### config.mk
export PLATFORM = sky130hd
export DESIGN_NAME = counter_down_timer_ctrl
export DESIGN_NICKNAME = d
export VERILOG_FILES = /design/src/rtl/counter_down_timer_ctrl.sv
export SDC_FILE = /design/constraint.sdc
export NUM_CORES = 1
export LEC_CHECK = 0
export CAP_MARGIN = 20
export CORE_UTILIZATION = 33
export DETAILED_ROUTE_END_ITERATION = 8
export MAX_ROUTING_LAYER = met4
export PLACE_DENSITY_LB_ADDON = 0.15
export SKIP_CTS_REPAIR_TIMING = 1
export SLEW_MARGIN = 20
export SYNTH_ARGS = -nofsm -noshare
export SYNTH_HDL_FRONTEND = slang
export SYNTH_SLANG_ARGS = --single-unit
### constraint.sdc
create_clock -name Clk -period 1.6 [get_ports Clk]
set_input_delay 0.4 -clock Clk [delete_from_list [all_inputs] [get_ports Clk]]
set_output_delay 0.4 -clock Clk [all_outputs]
set_load 0.03 [all_outputs]
### src/rtl/counter_down_timer_ctrl.sv
// Programmable countdown timer sequencer: load, run, pause/resume, one-shot or auto-reload, Done/Ack handshake.
// Optional ReloadCnt output enabled by defining COUNTER_DOWN_TIMER_CTRL_RELOAD_CNT_EN.
module counter_down_timer_ctrl #(
    parameter int WIDTH    = 4,
    parameter int PRESCALE = 1
) (
    input  logic             Clk,
    input  logic             Clr,
    input  logic [WIDTH-1:0] LoadVal,
    input  logic             Start,
    input  logic             Stop,
    input  logic             AutoReload,
    input  logic             Ack,
    output logic [WIDTH-1:0] count,
`ifdef COUNTER_DOWN_TIMER_CTRL_RELOAD_CNT_EN
    output logic [WIDTH-1:0] ReloadCnt,
`endif
    output logic             Busy,
    output logic             Paused,
    output logic             Done,
    output logic             Tc
);

    localparam int PW = (PRESCALE > 1) ? $clog2(PRESCALE) : 1;

    typedef enum logic [1:0] {
        S_IDLE  = 2'd0,
        S_RUN   = 2'd1,
        S_PAUSE = 2'd2,
        S_DONE  = 2'd3
    } state_t;

    state_t           state_reg, state_next;
    logic [WIDTH-1:0] count_reg, count_next;
    logic [PW-1:0]    presc_reg, presc_next;
    logic             tc_reg, tc_next;
    logic             busy_reg, paused_reg, done_reg;
    logic             tick;
    logic             at_one;
    logic             load_zero;

    assign tick      = (presc_reg == PW'(PRESCALE - 1));
    assign at_one    = (count_reg == WIDTH'(1));
    assign load_zero = (LoadVal == '0);

    // State and datapath registers; status flags are registered from the next state.
    always_ff @(posedge Clk) begin
        if (Clr) begin
            state_reg  <= S_IDLE;
            count_reg  <= '0;
            presc_reg  <= '0;
            tc_reg     <= 1'b0;
            busy_reg   <= 1'b0;
            paused_reg <= 1'b0;
            done_reg   <= 1'b0;
        end else begin
            state_reg  <= state_next;
            count_reg  <= count_next;
            presc_reg  <= presc_next;
            tc_reg     <= tc_next;
            busy_reg   <= (state_next == S_RUN) || (state_next == S_PAUSE);
            paused_reg <= (state_next == S_PAUSE);
            done_reg   <= (state_next == S_DONE);
        end
    end

    // Next-state logic; Stop always dominates a coincident Start or tick.
    always_comb begin
        state_next = state_reg;
        case (state_reg)
            S_IDLE: begin
                if (Start && !Stop)
                    state_next = load_zero ? S_DONE : S_RUN;
            end
            S_RUN: begin
                if (Stop)
                    state_next = S_PAUSE;
                else if (tick && at_one && (!AutoReload || load_zero))
                    state_next = S_DONE;
            end
            S_PAUSE: begin
                if (Stop)
                    state_next = S_IDLE;
                else if (Start)
                    state_next = S_RUN;
            end
            S_DONE: begin
                if (Ack)
                    state_next = S_IDLE;
            end
            default: state_next = S_IDLE;
        endcase
    end

    // Datapath and Tc; count==0 is never decremented so the counter cannot wrap.
    always_comb begin
        count_next = count_reg;
        presc_next = presc_reg;
        tc_next    = 1'b0;
        case (state_reg)
            S_IDLE: begin
                if (Start && !Stop) begin
                    count_next = LoadVal;
                    presc_next = '0;
                    tc_next    = load_zero;
                end
            end
            S_RUN: begin
                if (!Stop) begin
                    if (tick) begin
                        presc_next = '0;
                        if (count_reg > WIDTH'(1)) begin
                            count_next = count_reg - WIDTH'(1);
                        end else if (at_one) begin
                            tc_next    = 1'b1;
                            count_next = AutoReload ? LoadVal : '0;
                        end
                    end else begin
                        presc_next = presc_reg + PW'(1);
                    end
                end
            end
            S_PAUSE: begin
                if (Stop)
                    count_next = '0;
            end
            default: ;
        endcase
    end

`ifdef COUNTER_DOWN_TIMER_CTRL_RELOAD_CNT_EN
    logic [WIDTH-1:0] reload_cnt_reg;
    logic             start_idle;
    logic             reload_stay;

    assign start_idle  = (state_reg == S_IDLE) && Start && !Stop;
    assign reload_stay = (state_reg == S_RUN) && !Stop && tick && at_one
                         && AutoReload && !load_zero;

    always_ff @(posedge Clk) begin
        if (Clr || start_idle)
            reload_cnt_reg <= '0;
        else if (reload_stay && (reload_cnt_reg != '1))
            reload_cnt_reg <= reload_cnt_reg + WIDTH'(1);
    end

    assign ReloadCnt = reload_cnt_reg;
`endif

    assign count  = count_reg;
    assign Busy   = busy_reg;
    assign Paused = paused_reg;
    assign Done   = done_reg;
    assign Tc     = tc_reg;

endmodule

# Word-level counts from Yosys, hierarchy flattened

Cells that the tools add are included.

Output and inout port bits: 8
Bits in registers: 11

Eq/ne operators: 12
Bitwise gates (word level): 1
$lt $le $gt $ge: 1
Reductions and logical operators: 13
Mux-type cells: 26
$add $sub $neg: 2

Operators by type and width:

| operator                                                              | number |
|---|---|
| 4-bit two-way mux                                                     | 7 |
| 2-bit two-way mux                                                     | 7 |
| 4-bit one-hot mux with 3 select lines                                 | 1 |
| 2-bit == test (second input constant)                                 | 4 |
| 1-bit two-way mux                                                     | 8 |
| 2-bit != test (second input constant)                                 | 4 |
| 2-bit one-hot mux with 4 select lines                                 | 1 |
| 6-bit AND reduction                                                   | 1 |
| 2-bit by 1-bit == test with 1-bit output (second input constant)      | 2 |
| 4-bit by 1-bit == test with 1-bit output (second input constant)      | 1 |
| 4-bit by 1-bit > comparator with 1-bit output (second input constant) | 1 |
| 4-bit zero test                                                       | 1 |
| 1-bit one-hot mux with 2 select lines                                 | 2 |
| 4-bit by 1-bit subtractor with 4-bit output (second input constant)   | 1 |
| 1-bit logical AND                                                     | 3 |
| 3-bit != test (second input constant)                                 | 1 |
| 3-bit AND reduction                                                   | 1 |
| 3-bit nonzero test                                                    | 1 |
| 1-bit zero test                                                       | 2 |
| 2-bit zero test                                                       | 1 |
| 1-bit logical OR                                                      | 2 |
| 2-bit nonzero test                                                    | 1 |
| 1-bit adder (second input constant)                                   | 1 |
| 1-bit NOT                                                             | 1 |

# Logic depth before layout (Yosys ltp)

Word-level depth: 8
Mapped depth: 8
Mapped depth without buffers: 8

# Worst setup path before layout

No wires, ideal clock.

Kind: reg2reg
From: register count_reg[0] (netlist: count[0])
To: register count_reg[3] (netlist: count[3])
Clock period less this slack: 1907 ps
Arrival: 1816 ps
Required time: 1509 ps
Slack: -307 ps
Cell stages (with the launch flop): 7
Cell sequence: dfxtp_1 inv_1 ha_1 or2_1 and2_4 o311a_1 a311oi_1

Longest elaborated chain between the ends: 5

Ends and longest elaborated chain:

| element                                                                                                             | RTL line | text |
|---|---|---|
| start: declaration                                                                                                  | 34       | `logic [WIDTH-1:0] count_reg, count_next;` |
| start signal: assignment                                                                                            | 58       | `count_reg <= count_next;` |
| 4-bit by 1-bit subtractor with 4-bit output / 4-bit by 1-bit > comparator with 1-bit output (equally long branches) | 113, 112 |  |
| 4-bit two-way mux                                                                                                   | 112      | `if (count_reg > WIDTH'(1)) begin` |
| 4-bit two-way mux                                                                                                   | 110      | `if (tick) begin` |
| 4-bit two-way mux                                                                                                   | 109      | `if (!Stop) begin` |
| 4-bit one-hot mux with 3 select lines                                                                               | 100      | `case (state_reg)` |

Several ways; a longest one is shown, not always the timed one. The select of a mux whose other input is x is not followed.
A chain may end at the register's enable or synchronous reset.

# Worst setup path in the final report

From: register state_reg[1]
To: register paused_reg (netlist: Paused)

Longest elaborated chain between the ends: 4

Ends and longest elaborated chain:

| element                                     | RTL line | text |
|---|---|---|
| start: declaration                          | 33       | `state_t state_reg, state_next;` |
| start signal: assignment                    | 57       | `state_reg <= state_next;` |
| 2-bit two-way mux, on equally long branches | 84, 78   |  |
| 2-bit two-way mux, on equally long branches | 82, 76   |  |
| 2-bit one-hot mux with 4 select lines (*)   | 70       | `case (state_reg)` |
| 2-bit == test (*)                           | 62       | `paused_reg <= (state_next == S_PAUSE);` |
| end signal: assignment                      | 62       |  |
| end: declaration                            | 37       | `logic busy_reg, paused_reg, done_reg;` |

Every way passes the cells marked *; elsewhere a longest branch is shown, timed or not.

==> flow_metrics.env <==
export IMPL_rr_startpoint="state_reg[1]"
export IMPL_leakagePower_nw=0.755
export IMPL_ys_warn_count=0
export IMPL_fill_cells=195
export IMPL_holdPathEnd="Tc"
export IMPL_wl_per_cell_um=14.7
export IMPL_die_h_um=50.6
export IMPL_initial_core_util_pct=35.2
export IMPL_worst_slack_ps=-114
export IMPL_relSlewSlack_pct=75.1
export IMPL_violations="setup timing"
export IMPL_die_area_um2=2560
export IMPL_power_mw=1.58
export IMPL_hold_viol=0
export IMPL_syn_nets=110
export IMPL_antenna_found_initial=0
export IMPL_min_delay_path_depth=3
export IMPL_dpl_hpwl_um=1850
export IMPL_reg2reg_depth=9
export IMPL_final_nets=163
export IMPL_ys_ff_latch=10
export IMPL_syn_avg_cell_area_um2=8.37
export IMPL_numCtsBuffers=3
export IMPL_detail_route_antenna_nets=0
export IMPL_port_buffers=17
export IMPL_setup_viol=5
export IMPL_grt_pass1_vias=857
export IMPL_ys_seq_area_share_pct=25.7
export IMPL_hp_class="input port to register"
export IMPL_endpoint_kind="register"
export IMPL_netlist_area_um2=778
export IMPL_core_um2=2210
export IMPL_required_ps=1740
export IMPL_status="finished, violations left"
export IMPL_path_max_fanout=4
export IMPL_largest_reg_flops=4
export IMPL_first_pass_iters=4
export IMPL_io_pins=18
export IMPL_path_cells="buf_6 -> buf_6 -> ha_4 -> nand2b_4 -> buf_4 -> o211ai_1 -> o211ai_1 -> ha_1 -> nor2b_1"
export IMPL_clkSlewWorstSetupHoldPaths_ps=60
export IMPL_clock_latency_ps=260
export IMPL_cts_htree_levels=1
export IMPL_die_width_um=50.6
export IMPL_groute_usage_overall_pct=19.6
export IMPL_clk_path_buf_depth=2
export IMPL_drt_total_wl_um=2550
export IMPL_via_count=947
export IMPL_crit_path_top_delay_cell="dfxtp_2"
export IMPL_root_buffer="clkbuf_4"
export IMPL_worstMarginPinSlew_ps=372
export IMPL_cts_tree="yes"
export IMPL_grt_pass1_wl_um=3640
export IMPL_cpPeakStageDelay_ps=370
export IMPL_post_route_min_period_ps=1710
export IMPL_r2r_slack_ps=-110
export IMPL_multiInputGateArea_um2=696
export IMPL_cts_sink_count=10
export IMPL_syn_instance_count=93
export IMPL_drtIter0Drc=18
export IMPL_path_delay_family="flip-flops"
export IMPL_grt_max_degree=11
export IMPL_cap_violations=0
export IMPL_clock_fmax_mhz=583
export IMPL_overflow=0
export IMPL_final_layout_size_suffix_gt1_share_pct=50.3
export IMPL_crit_buf_inv=3
export IMPL_n_antenna_cell=0
export IMPL_seq_area_um2=215
export IMPL_critPathKind="register to register"
export IMPL_gp_congestion=0.904
export IMPL_skew_ps=1.57
export IMPL_routed_via_density=5.47
export IMPL_drc=0
export IMPL_syn_to_final_growth_pct=89.9
export IMPL_powerDensity_nw_per_um2=1070
export IMPL_startpoint_type="register"
export IMPL_finalMaxSlewViolations=0
export IMPL_arrival_ps=1860
export IMPL_synth_cell_types=40
export IMPL_finalSetupTns_ps=-306
export IMPL_ir_drop_mv=1.01
export IMPL_rsz0062_at_grt="yes"
export IMPL_holdCritStartpoint="Stop"
export IMPL_timing_rr_end="Paused"
export IMPL_num_rows=17
export IMPL_final_period_utilization_pct=107
## layout make-up
type                            instances  area share (%)
Multi-Input combinational cell         72            47.1
Timing Repair Buffer                   49            30.7
Sequential cell                        10            14.6
Inverter                               10            2.88
Clock buffer                            4            2.46
Tap cell                               28            2.37
## power by group
part	internal (mW)	switching, mW	leakage, nW
Sequential	0.297	0.0509	0.0850
Combinational	0.513	0.493	0.649
Clock	0.138	0.0862	0.0210
## metrics by stage
step / setup slack, ps / utilization (%) / cells / hold WS, ps / instance area, um2
5_1_grt: -193 / 66.8 / 173 / 525 / 1480
4_1_cts: -265 / 59.0 / 171 / 577 / 1310
2_1_floorplan: 1.43 / - / 93 / 477 / 851
6_report: -114 / 66.8 / 173 / 512 / 1480
3_5_place_dp: -542 / 57.4 / 167 / 562 / 1270
3_3_place_gp: -499 / 57.4 / 167 / 552 / 1270
## worst min-delay path, stage by stage
cell and delay (ps):
dlymetal6s2s_1 140, buf_4 140, nor3_1 40
## layer usage
layer | GRT usage, % | part of all wire, %
met4 | 3.24 | 1.1
met2 | 36.7 | 56
met3 | 5.76 | 4.3
met5 | - | 0
met1 | 20.4 | 39
## cell usage after synthesis
| library cell | count | area (um2) |
|---|---|---|
| dfxtp_1 | 10 | 200 |
| inv_1 | 10 | 37.5 |
| nor2_1 | 9 | 33.8 |
| ha_1 | 7 | 87.6 |
| a311oi_1 | 5 | 43.8 |
| a21oi_1 | 4 | 20.0 |
| nand2_1 | 4 | 15.0 |
| a211oi_1 | 3 | 22.5 |
| nand2b_1 | 3 | 18.8 |
| nand3_1 | 3 | 15.0 |
| a2111oi_0 | 2 | 17.5 |
| nor2b_1 | 2 | 12.5 |
| nor3_1 | 2 | 10.0 |
| o211ai_1 | 2 | 15.0 |
| o21ai_0 | 2 | 10.0 |
| a31oi_1 | 1 | 6.26 |
| a32o_1 | 1 | 10.0 |
| a32oi_1 | 1 | 8.76 |
| and2_1 | 1 | 6.26 |
| and2_4 | 1 | 8.76 |
| and2b_1 | 1 | 7.51 |
| and3_1 | 1 | 6.26 |
| and3_2 | 1 | 7.51 |
| buf_6 | 1 | 11.3 |
| mux2i_1 | 1 | 10.0 |
| nand2b_4 | 1 | 13.8 |
| nand3b_1 | 1 | 7.51 |
| nand4_1 | 1 | 6.26 |
| nor3_2 | 1 | 10.0 |
| nor4_1 | 1 | 6.26 |
| nor4b_1 | 1 | 8.76 |
| o2111ai_1 | 1 | 8.76 |
| o21a_1 | 1 | 7.51 |
| o21ai_1 | 1 | 5.00 |
| o221a_2 | 1 | 11.3 |
| o311a_1 | 1 | 10.0 |
| o32a_1 | 1 | 10.0 |
| o41ai_2 | 1 | 16.3 |
| or2_1 | 1 | 6.26 |
| xnor2_1 | 1 | 8.76 |
## how the worst max path moves through the flow
| stage | from | to | depth (start not counted) |
|---|---|---|---|
| 2_1_floorplan | count[1] | count[3] | 6 |
| 3_3_place_gp | LoadVal[3] | Busy | 7 |
| 3_5_place_dp | LoadVal[3] | Busy | 8 |
| 4_1_cts | LoadVal[3] | Busy | 8 |
| 5_1_grt | state_reg[1] | Busy | 9 |
| 6_report | state_reg[1] | Paused | 9 |
## kinds of logic (layout without fill, tap and decap cells)
kind of cell	count (synthesis)	after routing	synth area share, %
AO/OA/AOI/OAI	28	28	28.6
XOR/XNOR	1	1	1.13
adder cells (fa/ha/maj)	7	7	11.3
buffers and inverters	11	63	6.27
flip-flops	10	10	25.7
multiplexers	1	1	1.29
AND/OR/NAND/NOR	35	35	25.7
## cells in the final DEF (no fill, tap or decap), types with 3 or more instances in the layout
| cell type | n |
|---|---|
| a21oi_1 | 4 |
| a311oi_1 | 4 |
| buf_4 | 30 |
| clkbuf_4 | 3 |
| clkdlybuf4s50_1 | 3 |
| dfxtp_1 | 4 |
| dfxtp_2 | 3 |
| dfxtp_4 | 3 |
| dlymetal6s2s_1 | 14 |
| ha_4 | 5 |
| inv_1 | 4 |
| inv_2 | 4 |
| nand2_1 | 3 |
| nand2b_1 | 3 |
| nand3_1 | 3 |
| nor2_1 | 7 |
No activity file was read; power rests on OpenSTA's default activity.
